`src/rtl/cpu31_pkg.sv`:
```
// rtl/cpu31_pkg.sv - shared opcode/funct codes, one-hot indices and buffer state type
package cpu31_pkg;

  localparam int DEC_W = 32;

  // Primary opcodes
  localparam logic [5:0] OP_RTYPE = 6'h00;
  localparam logic [5:0] OP_J     = 6'h02;
  localparam logic [5:0] OP_JAL   = 6'h03;
  localparam logic [5:0] OP_BEQ   = 6'h04;
  localparam logic [5:0] OP_BNE   = 6'h05;
  localparam logic [5:0] OP_ADDI  = 6'h08;
  localparam logic [5:0] OP_ADDIU = 6'h09;
  localparam logic [5:0] OP_SLTI  = 6'h0A;
  localparam logic [5:0] OP_SLTIU = 6'h0B;
  localparam logic [5:0] OP_ANDI  = 6'h0C;
  localparam logic [5:0] OP_ORI   = 6'h0D;
  localparam logic [5:0] OP_XORI  = 6'h0E;
  localparam logic [5:0] OP_LUI   = 6'h0F;
  localparam logic [5:0] OP_LW    = 6'h23;
  localparam logic [5:0] OP_SW    = 6'h2B;

  // R-type function codes
  localparam logic [5:0] FN_SLL  = 6'h00;
  localparam logic [5:0] FN_SRL  = 6'h02;
  localparam logic [5:0] FN_SRA  = 6'h03;
  localparam logic [5:0] FN_SLLV = 6'h04;
  localparam logic [5:0] FN_SRLV = 6'h06;
  localparam logic [5:0] FN_SRAV = 6'h07;
  localparam logic [5:0] FN_JR   = 6'h08;
  localparam logic [5:0] FN_ADD  = 6'h20;
  localparam logic [5:0] FN_ADDU = 6'h21;
  localparam logic [5:0] FN_SUB  = 6'h22;
  localparam logic [5:0] FN_SUBU = 6'h23;
  localparam logic [5:0] FN_AND  = 6'h24;
  localparam logic [5:0] FN_OR   = 6'h25;
  localparam logic [5:0] FN_XOR  = 6'h26;
  localparam logic [5:0] FN_NOR  = 6'h27;
  localparam logic [5:0] FN_SLT  = 6'h2A;
  localparam logic [5:0] FN_SLTU = 6'h2B;

  // Bit positions in the decoded one-hot vector, shared with the controller
  localparam int IDX_ADD     = 0;
  localparam int IDX_ADDU    = 1;
  localparam int IDX_SUB     = 2;
  localparam int IDX_SUBU    = 3;
  localparam int IDX_AND     = 4;
  localparam int IDX_OR      = 5;
  localparam int IDX_XOR     = 6;
  localparam int IDX_NOR     = 7;
  localparam int IDX_SLT     = 8;
  localparam int IDX_SLTU    = 9;
  localparam int IDX_SLL     = 10;
  localparam int IDX_SRL     = 11;
  localparam int IDX_SRA     = 12;
  localparam int IDX_SLLV    = 13;
  localparam int IDX_SRLV    = 14;
  localparam int IDX_SRAV    = 15;
  localparam int IDX_JR      = 16;
  localparam int IDX_ADDI    = 17;
  localparam int IDX_ADDIU   = 18;
  localparam int IDX_ANDI    = 19;
  localparam int IDX_ORI     = 20;
  localparam int IDX_XORI    = 21;
  localparam int IDX_LUI     = 22;
  localparam int IDX_LW      = 23;
  localparam int IDX_SW      = 24;
  localparam int IDX_BEQ     = 25;
  localparam int IDX_BNE     = 26;
  localparam int IDX_SLTI    = 27;
  localparam int IDX_SLTIU   = 28;
  localparam int IDX_J       = 29;
  localparam int IDX_JAL     = 30;
  localparam int IDX_ILLEGAL = 31;

  // Occupancy of the output register plus skid slot
  typedef enum logic [1:0] {
    BUF_EMPTY = 2'd0,
    BUF_ONE   = 2'd1,
    BUF_TWO   = 2'd2
  } buf_state_t;

endpackage

```
`src/rtl/instr_onehot_decode.sv`:
```
// rtl/instr_onehot_decode.sv - combinational MIPS word to one-hot instruction vector
module instr_onehot_decode
  import cpu31_pkg::*;
(
  input  logic [31:0]      instr,
  output logic [DEC_W-1:0] onehot
);

  logic [5:0] opcode;
  logic [5:0] funct;
  logic       unused_fields;

  assign opcode = instr[31:26];
  assign funct  = instr[5:0];
  // Register, shift-amount and immediate fields never affect the decode
  assign unused_fields = ^instr[25:6];

  // Map opcode/funct to exactly one set bit; unknown encodings flag illegal
  always_comb begin
    onehot = '0;
    case (opcode)
      OP_RTYPE: begin
        case (funct)
          FN_ADD:  onehot[IDX_ADD]     = 1'b1;
          FN_ADDU: onehot[IDX_ADDU]    = 1'b1;
          FN_SUB:  onehot[IDX_SUB]     = 1'b1;
          FN_SUBU: onehot[IDX_SUBU]    = 1'b1;
          FN_AND:  onehot[IDX_AND]     = 1'b1;
          FN_OR:   onehot[IDX_OR]      = 1'b1;
          FN_XOR:  onehot[IDX_XOR]     = 1'b1;
          FN_NOR:  onehot[IDX_NOR]     = 1'b1;
          FN_SLT:  onehot[IDX_SLT]     = 1'b1;
          FN_SLTU: onehot[IDX_SLTU]    = 1'b1;
          FN_SLL:  onehot[IDX_SLL]     = 1'b1;
          FN_SRL:  onehot[IDX_SRL]     = 1'b1;
          FN_SRA:  onehot[IDX_SRA]     = 1'b1;
          FN_SLLV: onehot[IDX_SLLV]    = 1'b1;
          FN_SRLV: onehot[IDX_SRLV]    = 1'b1;
          FN_SRAV: onehot[IDX_SRAV]    = 1'b1;
          FN_JR:   onehot[IDX_JR]      = 1'b1;
          default: onehot[IDX_ILLEGAL] = 1'b1;
        endcase
      end
      OP_ADDI:  onehot[IDX_ADDI]    = 1'b1;
      OP_ADDIU: onehot[IDX_ADDIU]   = 1'b1;
      OP_ANDI:  onehot[IDX_ANDI]    = 1'b1;
      OP_ORI:   onehot[IDX_ORI]     = 1'b1;
      OP_XORI:  onehot[IDX_XORI]    = 1'b1;
      OP_LUI:   onehot[IDX_LUI]     = 1'b1;
      OP_LW:    onehot[IDX_LW]      = 1'b1;
      OP_SW:    onehot[IDX_SW]      = 1'b1;
      OP_BEQ:   onehot[IDX_BEQ]     = 1'b1;
      OP_BNE:   onehot[IDX_BNE]     = 1'b1;
      OP_SLTI:  onehot[IDX_SLTI]    = 1'b1;
      OP_SLTIU: onehot[IDX_SLTIU]   = 1'b1;
      OP_J:     onehot[IDX_J]       = 1'b1;
      OP_JAL:   onehot[IDX_JAL]     = 1'b1;
      default:  onehot[IDX_ILLEGAL] = 1'b1;
    endcase
  end

endmodule

```
`src/rtl/instr_decode_stage.sv`:
```
// rtl/instr_decode_stage.sv - registered decode stage with two-entry skid buffer and stats
module instr_decode_stage
  import cpu31_pkg::*;
#(
  parameter int PC_W  = 32,
  parameter int CNT_W = 16
) (
  input  logic             clk,
  input  logic             rst_n,
  input  logic             flush,
  input  logic             in_valid,
  output logic             in_ready,
  input  logic [31:0]      in_instr,
  input  logic [PC_W-1:0]  in_pc,
  output logic             out_valid,
  input  logic             out_ready,
  output logic [DEC_W-1:0] out_decoded,
  output logic [31:0]      out_instr,
  output logic [PC_W-1:0]  out_pc,
  output logic [CNT_W-1:0] decoded_count,
  output logic [CNT_W-1:0] illegal_count
);

  logic [DEC_W-1:0] in_decoded;
  logic [DEC_W-1:0] skid_decoded;
  logic [31:0]      skid_instr;
  logic [PC_W-1:0]  skid_pc;
  buf_state_t       state;
  logic             in_hs;
  logic             out_hs;

  instr_onehot_decode u_decode (
    .instr  (in_instr),
    .onehot (in_decoded)
  );

  assign in_hs  = in_valid & in_ready;
  assign out_hs = out_valid & out_ready;

  // Occupancy FSM: output register first, skid slot absorbs one word under backpressure
  always_ff @(posedge clk) begin
    if (!rst_n) begin
      state        <= BUF_EMPTY;
      out_valid    <= 1'b0;
      in_ready     <= 1'b1;
      out_decoded  <= '0;
      out_instr    <= '0;
      out_pc       <= '0;
      skid_decoded <= '0;
      skid_instr   <= '0;
      skid_pc      <= '0;
    end else if (flush) begin
      state     <= BUF_EMPTY;
      out_valid <= 1'b0;
      in_ready  <= 1'b1;
    end else begin
      case (state)
        BUF_EMPTY: begin
          if (in_hs) begin
            out_decoded <= in_decoded;
            out_instr   <= in_instr;
            out_pc      <= in_pc;
            out_valid   <= 1'b1;
            state       <= BUF_ONE;
          end
        end
        BUF_ONE: begin
          if (in_hs && out_hs) begin
            out_decoded <= in_decoded;
            out_instr   <= in_instr;
            out_pc      <= in_pc;
          end else if (in_hs) begin
            skid_decoded <= in_decoded;
            skid_instr   <= in_instr;
            skid_pc      <= in_pc;
            in_ready     <= 1'b0;
            state        <= BUF_TWO;
          end else if (out_hs) begin
            out_valid <= 1'b0;
            state     <= BUF_EMPTY;
          end
        end
        BUF_TWO: begin
          // in_ready is low here, so only the drain path can fire
          if (out_hs) begin
            out_decoded <= skid_decoded;
            out_instr   <= skid_instr;
            out_pc      <= skid_pc;
            in_ready    <= 1'b1;
            state       <= BUF_ONE;
          end
        end
        default: begin
          out_valid <= 1'b0;
          in_ready  <= 1'b1;
          state     <= BUF_EMPTY;
        end
      endcase
    end
  end

  // Retirement statistics, counted on output handshakes and saturating at all-ones
  always_ff @(posedge clk) begin
    if (!rst_n) begin
      decoded_count <= '0;
      illegal_count <= '0;
    end else if (out_hs) begin
      if (decoded_count != '1) begin
        decoded_count <= decoded_count + CNT_W'(1);
      end
      if (out_decoded[IDX_ILLEGAL] && (illegal_count != '1)) begin
        illegal_count <= illegal_count + CNT_W'(1);
      end
    end
  end

endmodule
```
`config.mk`:
```
export PLATFORM = sky130hd
export DESIGN_NAME = instr_decode_stage
export DESIGN_NICKNAME = d
export VERILOG_FILES = /design/src/rtl/cpu31_pkg.sv /design/src/rtl/instr_onehot_decode.sv /design/src/rtl/instr_decode_stage.sv
export SDC_FILE = /design/constraint.sdc
export NUM_CORES = 1
export LEC_CHECK = 0
export ABC_AREA = 1
export BUFFER_PORTS_ARGS = -buffer_cell sky130_fd_sc_hd__buf_2
export CORE_MARGIN = 2
export CORE_UTILIZATION = 45
export CTS_BUF_LIST = sky130_fd_sc_hd__clkbuf_2
export DETAILED_ROUTE_END_ITERATION = 8
export PLACE_DENSITY = 0.67
export SYNTH_ARGS = -nofsm -noshare
export SYNTH_HDL_FRONTEND = slang
export SYNTH_SLANG_ARGS = --single-unit
```
`constraint.sdc`:
```
create_clock -name clk -period 1.93 [get_ports clk]
set_input_delay 0.0965 -clock clk [delete_from_list [all_inputs] [get_ports clk]]
set_output_delay 0.0965 -clock clk [all_outputs]
set_load 0.05 [all_outputs]
```
# [After elaboration in Yosys (flattened, before gate mapping)]
# Cells that the tools add are included.
[totals] regBits=228 latch_bits=0 ram_bits=0 mem_bits_ro=0 input_bits=69 output_inout_bits=130 elab_cells=139 mem_count=0
[op_classes] addsub=2 multipliers=0 div_mod_pow=0 order_cmp=0 n_eq_ne=42 shifts=0 muxes=61 n_bitwise=7 reduce_logical=16
[op_table] cell="$mux W32" n=9
[op_table] cell="$pmux W32 S3" n=3
[op_table] cell="$eq A6 B6 Y1 const B" n=12
[op_table] cell="$eq A6 B4 Y1 const B" n=9
[op_table] cell="$mux W1" n=39
[op_table] cell="$add A16 B1 Y16 const B" n=2
[op_table] cell="$ne A16 B16 Y1 const B" n=2
[op_table] cell="$eq A6 B3 Y1 const B" n=5
[op_table] cell="$eq A6 B2 Y1 const B" n=4
[op_table] cell="$mux W17" n=1
[op_table] cell="$reduce_or A17 Y1" n=1
[op_table] cell="$ne A2 B2 Y1 const B" n=7
[op_table] cell="$reduce_or A14 Y1" n=1
[op_table] cell="$logic_not A6 Y1" n=2
[op_table] cell="$reduce_and A4 Y1" n=3
[op_table] cell="$mux W2" n=5
[op_table] cell="$reduce_and A5 Y1" n=2
[op_table] cell="$pmux W1 S3" n=2
[op_table] cell="$pmux W2 S3" n=1
[op_table] cell="$not A1 Y1" n=5
[op_table] cell="$reduce_and A2 Y1" n=2
[op_table] cell="$ne A3 B3 Y1 const B" n=1
[op_table] cell="$reduce_bool A3 Y1" n=1
[op_table] cell="$and A1 B1 Y1" n=2
[op_table] cell="6 further kinds" n=7

# [Longest topological paths before layout]
# Gate-level depths: netlist of run 1.
[depth] depth_word=6 depth_mapped=10

# [Hierarchy]
# A second synthesis of run 1 with hierarchy kept.
[hier_totals] hier_cells=1532 area_unflattened_um2=10322.4
[by_module_without_submodules] mod="instr_decode_stage" instances=1 cells_each=1435 area_per_inst_um2=9845.7 seq_area_each_um2=4564.4
[by_module_without_submodules] mod="instr_onehot_decode" instances=1 cells_each=97 area_per_inst_um2=476.7 seq_area_each_um2=0.0

# [Least setup slack after synthesis of run 1]
# Ideal clock, no wire load.
[synth_path] path_kind="flip-flop to flip-flop" start="register illegal_count[0]" end="register illegal_count[1]" setup_ns=0.116 arrival_time_ns=1.917 required_time_ns=1.814 path_slack_ns=-0.103 stages_incl_launch_ff=10 n_path_buf=1 period_less_slack_ns=2.033 cell_sequence="dfxtp_1 -> ha_1 -> nand3_1 -> nor2_2 -> nand4_1 -> nand2_1 -> inv_2 -> buf_2 -> nor2_1 -> nor2_1"
[synth_via] elab_chain_len=3 elab_cells_between_ends=4 classes_between="add/sub: 1; eq/ne: 1; reduce/logical: 2"
[synth_lines] item="start: declaration" line_no="instr_decode_stage.sv:21" rtl="output logic [CNT_W-1:0] illegal_count"
[synth_lines] item="start signal: assignment" line_no="instr_decode_stage.sv:112" rtl="illegal_count <= illegal_count + CNT_W'(1);"
[synth_lines] item="branches (longest 3 deep; another with $add A16 B1 Y16)"
# Several ways; the timed one is not identified.
# A chain may end at the register's enable or synchronous reset.

# [Worst setup path in the final report of run 1]
[layout_path] start="register state[1]" end="register out_decoded[30]"
[layout_via] elab_chain_len=3 elab_cells_between_ends=9 classes_between="eq/ne: 5; mux: 1; reduce/logical: 3"
[layout_lines] item="start: declaration" line_no="instr_decode_stage.sv:28" rtl="buf_state_t state;"
[layout_lines] item="start signal: assignment" line_no="instr_decode_stage.sv:43" rtl="state <= BUF_EMPTY;"
[layout_lines] item="start signal: assignment" line_no="instr_decode_stage.sv:53" rtl="state <= BUF_EMPTY;"
[layout_lines] item="start signal: assignment" line_no="instr_decode_stage.sv:64" rtl="state <= BUF_ONE;"
[layout_lines] item="$eq A2 B1 Y1 (tied with other cells)" line_no="instr_decode_stage.sv:57" rtl="case (state)"
[layout_lines] item="$ne A2 B2 Y1 (no line) / $reduce_bool A3 Y1 (equally long branches)"
[layout_lines] item="$reduce_and A5 Y1 (no line)"
[layout_lines] item="end signal: assignment" line_no="instr_decode_stage.sv:60" rtl="out_decoded <= in_decoded;"
[layout_lines] item="end signal: assignment" line_no="instr_decode_stage.sv:69" rtl="out_decoded <= in_decoded;"
[layout_lines] item="end signal: assignment" line_no="instr_decode_stage.sv:86" rtl="out_decoded <= skid_decoded;"
[layout_lines] item="end: declaration" line_no="instr_decode_stage.sv:17" rtl="output logic [DEC_W-1:0] out_decoded,"
# Parallel ways exist; a longest one is shown, timed or not.

==> run metrics, run 1 <==
outcome=completed; Worst Hold Endpoint=skid_instr[11]; pin count of the biggest net entering global routing=125; Sw Pwr=a little under 3 mW; worst slack at placement=around 230 ps; synthesized instance count=roughly 1500; die area=0.0237 mm2; reg2reg end=out_decoded[30]; Initial DRC Count=515; Seq/Total Area, Yosys=45.1%; min Tclk post-route=1730 ps; WL final=27.1 mm; Setup WS post-layout=196 ps; Max clock buf depth=3; total gr overflow=0; vias in the first global route=9391; CTS buffer count=58; vias per cell=around 5; Worst path max stage delay=~580 ps; Max-Slew Margin vs Limit=roughly 66%; critical path's slowest cell=dlygate4sd3_1; crit start category=flop; R2R depth=7; routability-driven placement congestion ratio=0.914; peak fanout along the critical path=4; PortBufs=198; Yosys cell types=31; internal reg-to-reg setup slack=200 ps; fin nets=1809; die height=~150 um; initial antenna violation count=1; Final Hold Vio Count=0; router iterations before antenna repair=6; DRC violations left=0; hpwl dp=between 15 and 20 mm; combinational power share=15.0%; Synthesis Warnings=0; Placed Instance Area=0.0114 mm2; final worst-path cycle share=roughly 90%; cell breakdown of the critical path=nor2_1 -> nand2_2 -> inv_2 -> nor3_4 -> dlygate4sd3_1 -> o2111ai_1 -> a21oi_1; critical path endpoint category=flop; Worst Setup Path Type=reg -> reg; Cell Rows=54; max-cap viol count=0; CTS Sinks=between 200 and 250; Design Area, Final=0.0127 mm2; fmax=a little under 600 MHz; WP buf/inv=2; hold depth=4; global-route wire length before repair=45.3 mm; Switching Fraction=30.9%; clock share of power=33.5%; Post-Route Setup TNS=0 ps; Area Growth Syn to Fin=25.4%; Setup Skew=65.6 ps; Worst path top cell family by delay=buffers and inverters; initial core utilization=46.1%; worst hold margin=94.0 ps; P_int=6.62 mW; Crit path required time=2690 ps; Worst-path clk slew=110 ps; setup violators final=0; antenna-violating nets left=0; sequential share of power=51.5%; synthesized area per cell=6.90 um2; max-slew violations=0; FF+latch count, synth=around 230; Hold Crit Start=in_instr[11]; I/O Pins=roughly 200; global routing usage summed across all routing layers=22.7%; pwr dens=755 mW/mm2; Die Width=154 um; Syn Nets=1538; # Post-CTS Setup Buffers=0; WL per Instance=13.2 um; Cell Area, Synth=between 0.01 and 0.015 mm2; Hold WC Path Type=in -> reg; Clock Latency Late Sink=860 ps; RSZ-0062 raised after global routing=false; leak pwr=5.55 nW; R2R Path Start=state[1]; core area=~0.022 mm2; root buffer cell=clkbuf_2; crit path DAT=2490 ps; H-tree Lvls=2; Worst Tran Pin Value=505 ps; CTS tree=built; VDD IR max=0.458 mV; Core Util, Final=between 50% and 60%; via count=10300; layout cells sized above 1=19.9%
==> cell families after synthesis <==
kind of cell / after synthesis / share of synthesized area (%)
flip-flops: 228 / 45.1
AO/OA/AOI/OAI: 411 / 20.8
XOR/XNOR: 13 / 1.13
adder cells (fa/ha/maj): 2 / 0.247
buffers and inverters: 244 / 9.84
AND/OR/NAND/NOR: 569 / 22.9
==> worst register-to-register path, delay by kind of cell, from the launching register on <==
family                 cells  cell delay, ps
DFF                        1             430
AOI/OAI and AO/OA          2             230
and+or+nand+nor            3             400
buffers and inverters      2             630
==> layer usage <==
layer,vias up,global-route usage [%],wire (um)
met3,60,5.02,1800
met1,4581,29.7,12300
li1,5294,-,-
met4,0,8.37,682
met5,-,0,0
met2,315,36.6,12300
==> area by class of cell <==
cell class | count | area [um2]
fill | 2111 | 9270
multi-input combinational | 995 | 4590
sequential | 228 | 4570
timing repair buffer | 303 | 2110
inverter | 152 | 574
clock buffer | 87 | 435
tap | 280 | 350
clock inverter | 7 | 52.6
antenna | 1 | 2.50
==> synth_stat cells, drive strengths merged <==
library cell	count	area [um2]
o22ai	1	6.26
o21ai	195	976
nand2	373	1430
clkbuf	52	195
nor3b	3	22.5
a21oi	213	1100
xnor2	7	61.3
nand4	6	37.5
buf	40	229
xor2	6	52.6
clkinv	3	12.5
nor2	106	405
a211oi	1	7.51
dfxtp	228	4560
nand3b	1	7.51
nor3	29	156
nor4	1	6.26
o2111ai	1	8.76
nand3	50	250
inv	149	559
ha	2	25.0
==> repair_timing <==
action	CTS	global route
endpoints found under the setup margin	0	1
hold buffers	82	0
resized for setup	0	2
endpoints found under the hold margin	228	0
==> per-stage QoR <==
stage | std cells | total power, mW
4_1_cts | 2052 | 9.73
3_5_place_dp | 1876 | 6.34
3_3_place_gp | 1876 | 6.33
2_1_floorplan | 1467 | 5.95
6_report | 2053 | 9.58
5_1_grt | 2053 | 10.1
==> layout by cell type, fill, tap and decap left out, types with 2 or more instances in the layout <==
cell           count
nand2_1          358
dfxtp_1          224
a21oi_1          203
buf_2            197
o21ai_0          194
inv_1            144
nor2_1           102
clkbuf_2          87
dlygate4sd3_1     82
nand3_1           49
nor3_1            28
buf_4             14
nand2_2           13
a21oi_2           10
buf_12            10
xnor2_1            7
inv_2              6
clkinv_1           6
nand4_1            6
xor2_1             6
nor2_2             4
dfxtp_2            4
nor3b_1            3
nand2_4            2
ha_1               2
==> flip-flops by register name (all words and copies together), names as in the netlist <==
register and count:
illegal_count 16, skid_instr 32, skid_pc 32, state 2, out_valid 1, out_decoded 32
out_instr 32, decoded_count 16, in_ready 1, out_pc 32, skid_decoded 32
==> worst max-delay path by stage <==
stage | from | endpoint | slack [ps] | depth (start not counted)
after CTS | decoded_count[12] | decoded_count[12] | 160 | 1
after global placement | out_valid | out_decoded[7] | 280 | 9
after floorplan | illegal_count[3] | illegal_count[1] | 60 | 8
after global routing | out_valid | in_ready | 20 | 8
after detailed placement | out_valid | out_decoded[28] | 230 | 8
final | state[1] | out_decoded[30] | 200 | 7
==> power groups by stage <==
stage          Sequential, mW  Combinational (mW)  Clock (mW)
5_1_grt                  4.95                1.57        3.56
3_3_place_gp             5.04                1.29           0
3_5_place_dp             5.04                1.30           0
6_report                 4.93                1.44        3.21
4_1_cts                  4.93                1.44        3.36
2_1_floorplan            5.41               0.544           0
No activity file was read; power rests on OpenSTA's default activity.
==> inputs of run 2 (changes only) <==
==> constraint.sdc (replaced) <==
create_clock -name clk -period 2 [get_ports clk]
set_input_delay 0.1 -clock clk [delete_from_list [all_inputs] [get_ports clk]]
set_output_delay 0.1 -clock clk [all_outputs]
set_load 0.05 [all_outputs]
==> run 2 against run 1 <==
Setup slack better by 13 ps; register-to-register slack is essentially flat; global-route usage is 0.66 points lower; via count decreased by 1.0%; combinational power fell by 6%; power shrank 5.2%; core utilization down 0.64 points; critical endpoint unchanged; maximum frequency fell by 3.2%; largest cell class unchanged; clock skew down 31 ps; highest routed layer unchanged; clock power down 7.8%.
==> run metrics, run 2 (same netlist as run 1, synthesis figures left out) <==
outcome=completed; Cell Rows=54; die area=0.0237 mm2; final worst-path cycle share=between 80 and 90%; hpwl dp=17.1 mm; leak pwr=5.50 nW; Crit path required time=roughly 2700 ps; cell breakdown of the critical path=inv_1 -> nand2_4 -> buf_12 -> o21ai_0 -> o2111ai_1 -> dlygate4sd3_1 -> a21oi_1; CTS tree=built; H-tree Lvls=2; RSZ-0062 raised after global routing=false; combinational power share=15.0%; min Tclk post-route=around 1800 ps; global-route wire length before repair=44.0 mm; Placed Instances=around 1900; pwr dens=723 mW/mm2; Setup Skew=~35 ps; Switching Fraction=31.3%; Initial DRC Count=500; router iterations before antenna repair=5; pin count of the biggest net entering global routing=approximately 110; critical path's slowest cell=dlygate4sd3_1; Worst path max stage delay=between 500 and 600 ps; max-slew violations=0; clock share of power=32.6%; core area=between 0.02 and 0.025 mm2; Clock Latency Late Sink=~830 ps; critical path endpoint category=flop; Post-Route Setup TNS=0 ps; Fillers=2192; Max clock buf depth=3; DRC violations left=0; routability-driven placement congestion ratio=0.921; VDD IR max=0.458 mV; Max-Slew Margin vs Limit=67.7%; WL final=26.7 mm; Sw Pwr=roughly 2.8 mW; Final Hold Vio Count=0; crit path DAT=2500 ps; Hold WC Path Type=in -> reg; I/O Pins=199; vias per cell=4.95; CTS buffer count=59; CTS Sinks=228; setup violators final=0; antenna-violating nets left=0; global routing usage summed across all routing layers=22.0%; via count=around 10000; initial core utilization=46.1%; die height=approximately 150 um; Worst Tran Pin Value=485 ps; layout cells sized above 1=about a fifth; PortBufs=~200; most common cell after layout, fill and taps aside=nand2_1; max-cap viol count=0; WL per Instance=roughly 13 um; P_int=just over 6 mW; # Post-CTS Setup Buffers=0; peak fanout along the critical path=57; crit start category=flop; most used cells in the layout excluding fill and tap cells=nand2_1 (359), dfxtp_1 (226), a21oi_1 (203); Worst-path clk slew=around 100 ps; vias in the first global route=9263; fin cells=2050; Worst Setup Path Type=reg -> reg; post-CTS resize count=0; sequential share of power=52.4%; fmax=558 MHz; initial antenna violation count=1; root buffer cell=clkbuf_2; total gr overflow=0; Die Width=154 um; Area Growth Syn to Fin=24.0%; fin nets=1806; Post-CTS Hold Buffers=70
-- run 2: changes by cell type in the layout (fill, tap and decap cells not counted), sizes merged --
cell / before / now
clkinv: 7 / 11
dlygate4sd3: 82 / 70
bufinv: 1 / 0
buf: 221 / 229
inv: 151 / 149
-- run 2: power groups by stage --
stage	Sequential [mW]	Combinational (mW)	Clock [mW]
floorplan	5.22	0.525	0
detailed placement	4.86	1.25	0
CTS	4.76	1.37	3.08
global placement	4.86	1.24	0
finish	4.75	1.36	2.96
global route	4.77	1.49	3.32
-- run 2: path summary, 6_finish.rpt --
check	start	to	slack [ps]	cells past startpoint
setup reg to reg	state[0]	out_decoded[30]	210	7
hold / removal	in_instr[10]	skid_instr[10]	110	4
setup / recovery	state[0]	out_decoded[30]	210	7
hold reg to reg	skid_instr[2]	skid_instr[2]	450	2
-- run 2: critical path, delay by kind of cell (launching register included) --
kind / cells / cell delay, ps
compound gates: 3 / 280
buf+inv: 3 / 920
flops: 1 / 360
simple gates: 1 / 120
-- run 2: per-stage QoR --
| step | hold slack, ps | setup slack [ps] | area [um2] | power (mW) | util, % |
|---|---|---|---|---|---|
| after floorplan | 264 | 39.9 | 10100 | 5.75 | - |
| after global placement | 392 | 366 | 11400 | 6.10 | 51.8 |
| after detailed placement | 401 | 299 | 11400 | 6.11 | 51.8 |
| after CTS | 10.4 | 203 | 12500 | 9.20 | 57.1 |
| after global routing | 52.3 | 68.0 | 12500 | 9.58 | 57.1 |
| final | 109 | 209 | 12500 | 9.08 | 57.1 |
-- run 2: final cells by class --
type | instances | area, um2 | share of cell area (%)
inverter | 152 | 574 | 4.58
timing repair buffer | 299 | 2000 | 16.0
sequential | 228 | 4570 | 36.4
tap | 280 | 350 | 2.79
multi-input combinational | 995 | 4580 | 36.5
clock inverter | 8 | 30.0 | 0.239
clock buffer | 87 | 435 | 3.47
antenna | 1 | 2.50 | 0.0199
-- run 2: metal layers --
layer,global-route usage [%],up-vias,share of wire (%)
li1,-,5283,-
met1,28.8,4556,46
met2,36.2,258,46
met3,5.24,50,6.2
met4,6.32,0,1.7
met5,0,-,0
==> inputs of run 3 (changes only) <==
--- a/config.mk
+++ b/config.mk
@@ -9,7 +9,6 @@
 export BUFFER_PORTS_ARGS = -buffer_cell sky130_fd_sc_hd__buf_2
 export CORE_MARGIN = 2
 export CORE_UTILIZATION = 45
-export CTS_BUF_LIST = sky130_fd_sc_hd__clkbuf_2
 export DETAILED_ROUTE_END_ITERATION = 8
 export PLACE_DENSITY = 0.67
 export SYNTH_ARGS = -nofsm -noshare
==> run 3 against run 2 <==
Global-route usage is 0.31 points lower; clock power grew 55%; highest routed layer unchanged; combinational power barely moved; critical path depth grew 1; setup slack better by 27 ps; hold slack worse by 90 ps; clock skew shrank 30 ps; clock-buffer cell count decreased by 47; largest cell class unchanged; power rose by 18%; sequential share of layout area is 0.94 points lower.
==> run metrics, run 3 (same netlist as run 1, synthesis figures left out) <==
outcome=completed; VDD IR max=0.550 mV; router iterations before antenna repair=5; internal reg-to-reg setup slack=240 ps; min Tclk post-route=around 1800 ps; max-slew violations=0; Worst Tran Pin Value=477 ps; CTS tree=built; post-layout power=approximately 11 mW; RSZ-0062 raised after global routing=false; Area Growth Syn to Fin=27.3%; layout cells sized above 1=17.7%; global routing usage summed across all routing layers=21.7%; P_int=~7.9 mW; register area=0.00457 mm2; crit path DAT=2210 ps; fin nets=1770; Clock Latency Late Sink=520 ps; Die Width=about 150 um; WL final=26.4 mm; Final Hold Vio Count=0; vias in the first global route=9040; Placed Instances=~1900; global-route wire length before repair=43.7 mm; pin count of the biggest net entering global routing=105; H-tree Lvls=1; Fillers=2109; Setup Skew=5.46 ps; antenna diode count=0; Worst Setup Path Type=reg -> reg; fin cells=1997; Crit path top cell by count=a21oi_1; Hold WC Path Type=in -> reg; setup violators final=0; most used cells in the layout excluding fill and tap cells=nand2_1 (359), dfxtp_1 (226), a21oi_1 (203); Worst-path clk slew=60 ps; root buffer cell=clkbuf_16; PortBufs=198; die area=around 0.024 mm2; hold depth=3; WL per Instance=13.2 um; Crit path required time=between 2000 and 2500 ps; Post-Route Setup TNS=0 ps; final worst-path cycle share=approximately nine tenths; hpwl dp=between 15 and 20 mm; peak fanout along the critical path=104; Worst path max stage delay=400 ps; routability-driven placement congestion ratio=0.921; crit start category=flop; sequential share of power=44.5%; Post-CTS Hold Buffers=67; initial antenna violation count=0; Max clock buf depth=3; post-CTS resize count=0; critical path endpoint category=flop; Switching Fraction=26.4%; most common cell after layout, fill and taps aside=nand2_1; Initial DRC Count=484; Max-Slew Margin vs Limit=around two thirds; # Post-CTS Setup Buffers=0; Sw Pwr=2.82 mW; antenna-violating nets left=0; via count=9937; cell breakdown of the critical path=nand2_2 -> inv_2 -> a21oi_1 -> nor3_4 -> nand2_4 -> buf_12 -> nand2_1 -> a21oi_1; critical path's slowest cell=buf_12; I/O Pins=199; total gr overflow=0; max-cap viol count=0; R2R depth=8; die height=~150 um; DRC violations left=0; CTS buffer count=26; leak pwr=between 5 and 6 nW; fmax=approximately 570 MHz; clock share of power=around 43%; vias per cell=4.98; core area=around 0.022 mm2; initial core utilization=46.1%; combinational power share=12.7%; CTS Sinks=228; Cell Rows=54; multi-input logic area=0.00458 mm2; pwr dens=832 mW/mm2
-- run 3: path summary, 6_finish.rpt --
path              endpoint           from
max reg2reg   out_instr[4]      out_valid
min            skid_pc[17]          rst_n
max           out_instr[4]      out_valid
min reg2reg  skid_instr[2]  skid_instr[2]
-- run 3: layout make-up --
class / count / area share, %
tap: 280 / 2.72
timing repair buffer: 296 / 15.3
inverter: 152 / 4.46
multi-input combinational: 995 / 35.6
clock buffer: 40 / 6.01
clock inverter: 6 / 0.428
sequential: 228 / 35.5
-- run 3: stage by stage --
stage                     hold WS [ps]  setup WS (ps)  cell area (um2)  util [%]
after floorplan                    264           39.9            10100         -
after global placement             392            366            11400      51.8
after detailed placement           401            299            11400      51.8
after CTS                         2.05            223            12900      58.6
after global routing              18.1           58.6            12900      58.6
final                             18.5            236            12900      58.6
-- run 3: power by group through the flow --
| stage | combinational [mW] | sequential, mW | clock [mW] |
|---|---|---|---|
| 2_1_floorplan | 0.525 | 5.22 | 0 |
| 3_3_place_gp | 1.24 | 4.86 | 0 |
| 3_5_place_dp | 1.25 | 4.86 | 0 |
| 4_1_cts | 1.36 | 4.76 | 4.69 |
| 5_1_grt | 1.49 | 4.78 | 4.89 |
| 6_report | 1.36 | 4.76 | 4.59 |
-- run 3: worst max-delay path: cells and delay by family, from the launching register on --
family / cells / cell delay (ps)
buffers and inverters: 2 / 480
AO/OA/AOI/OAI: 2 / 440
AND/OR/NAND/NOR: 4 / 400
flip-flops: 1 / 320
-- run 3: per-layer routing --
layer  vias to the layer above  track usage [%]  part of all wire (%)
li1                       5187                -                     -
met1                      4499             29.4                    47
met2                       218             36.3                    46
met3                        33             3.97                   5.5
met4                         0             4.41                   1.7
met5                         -                0                     0
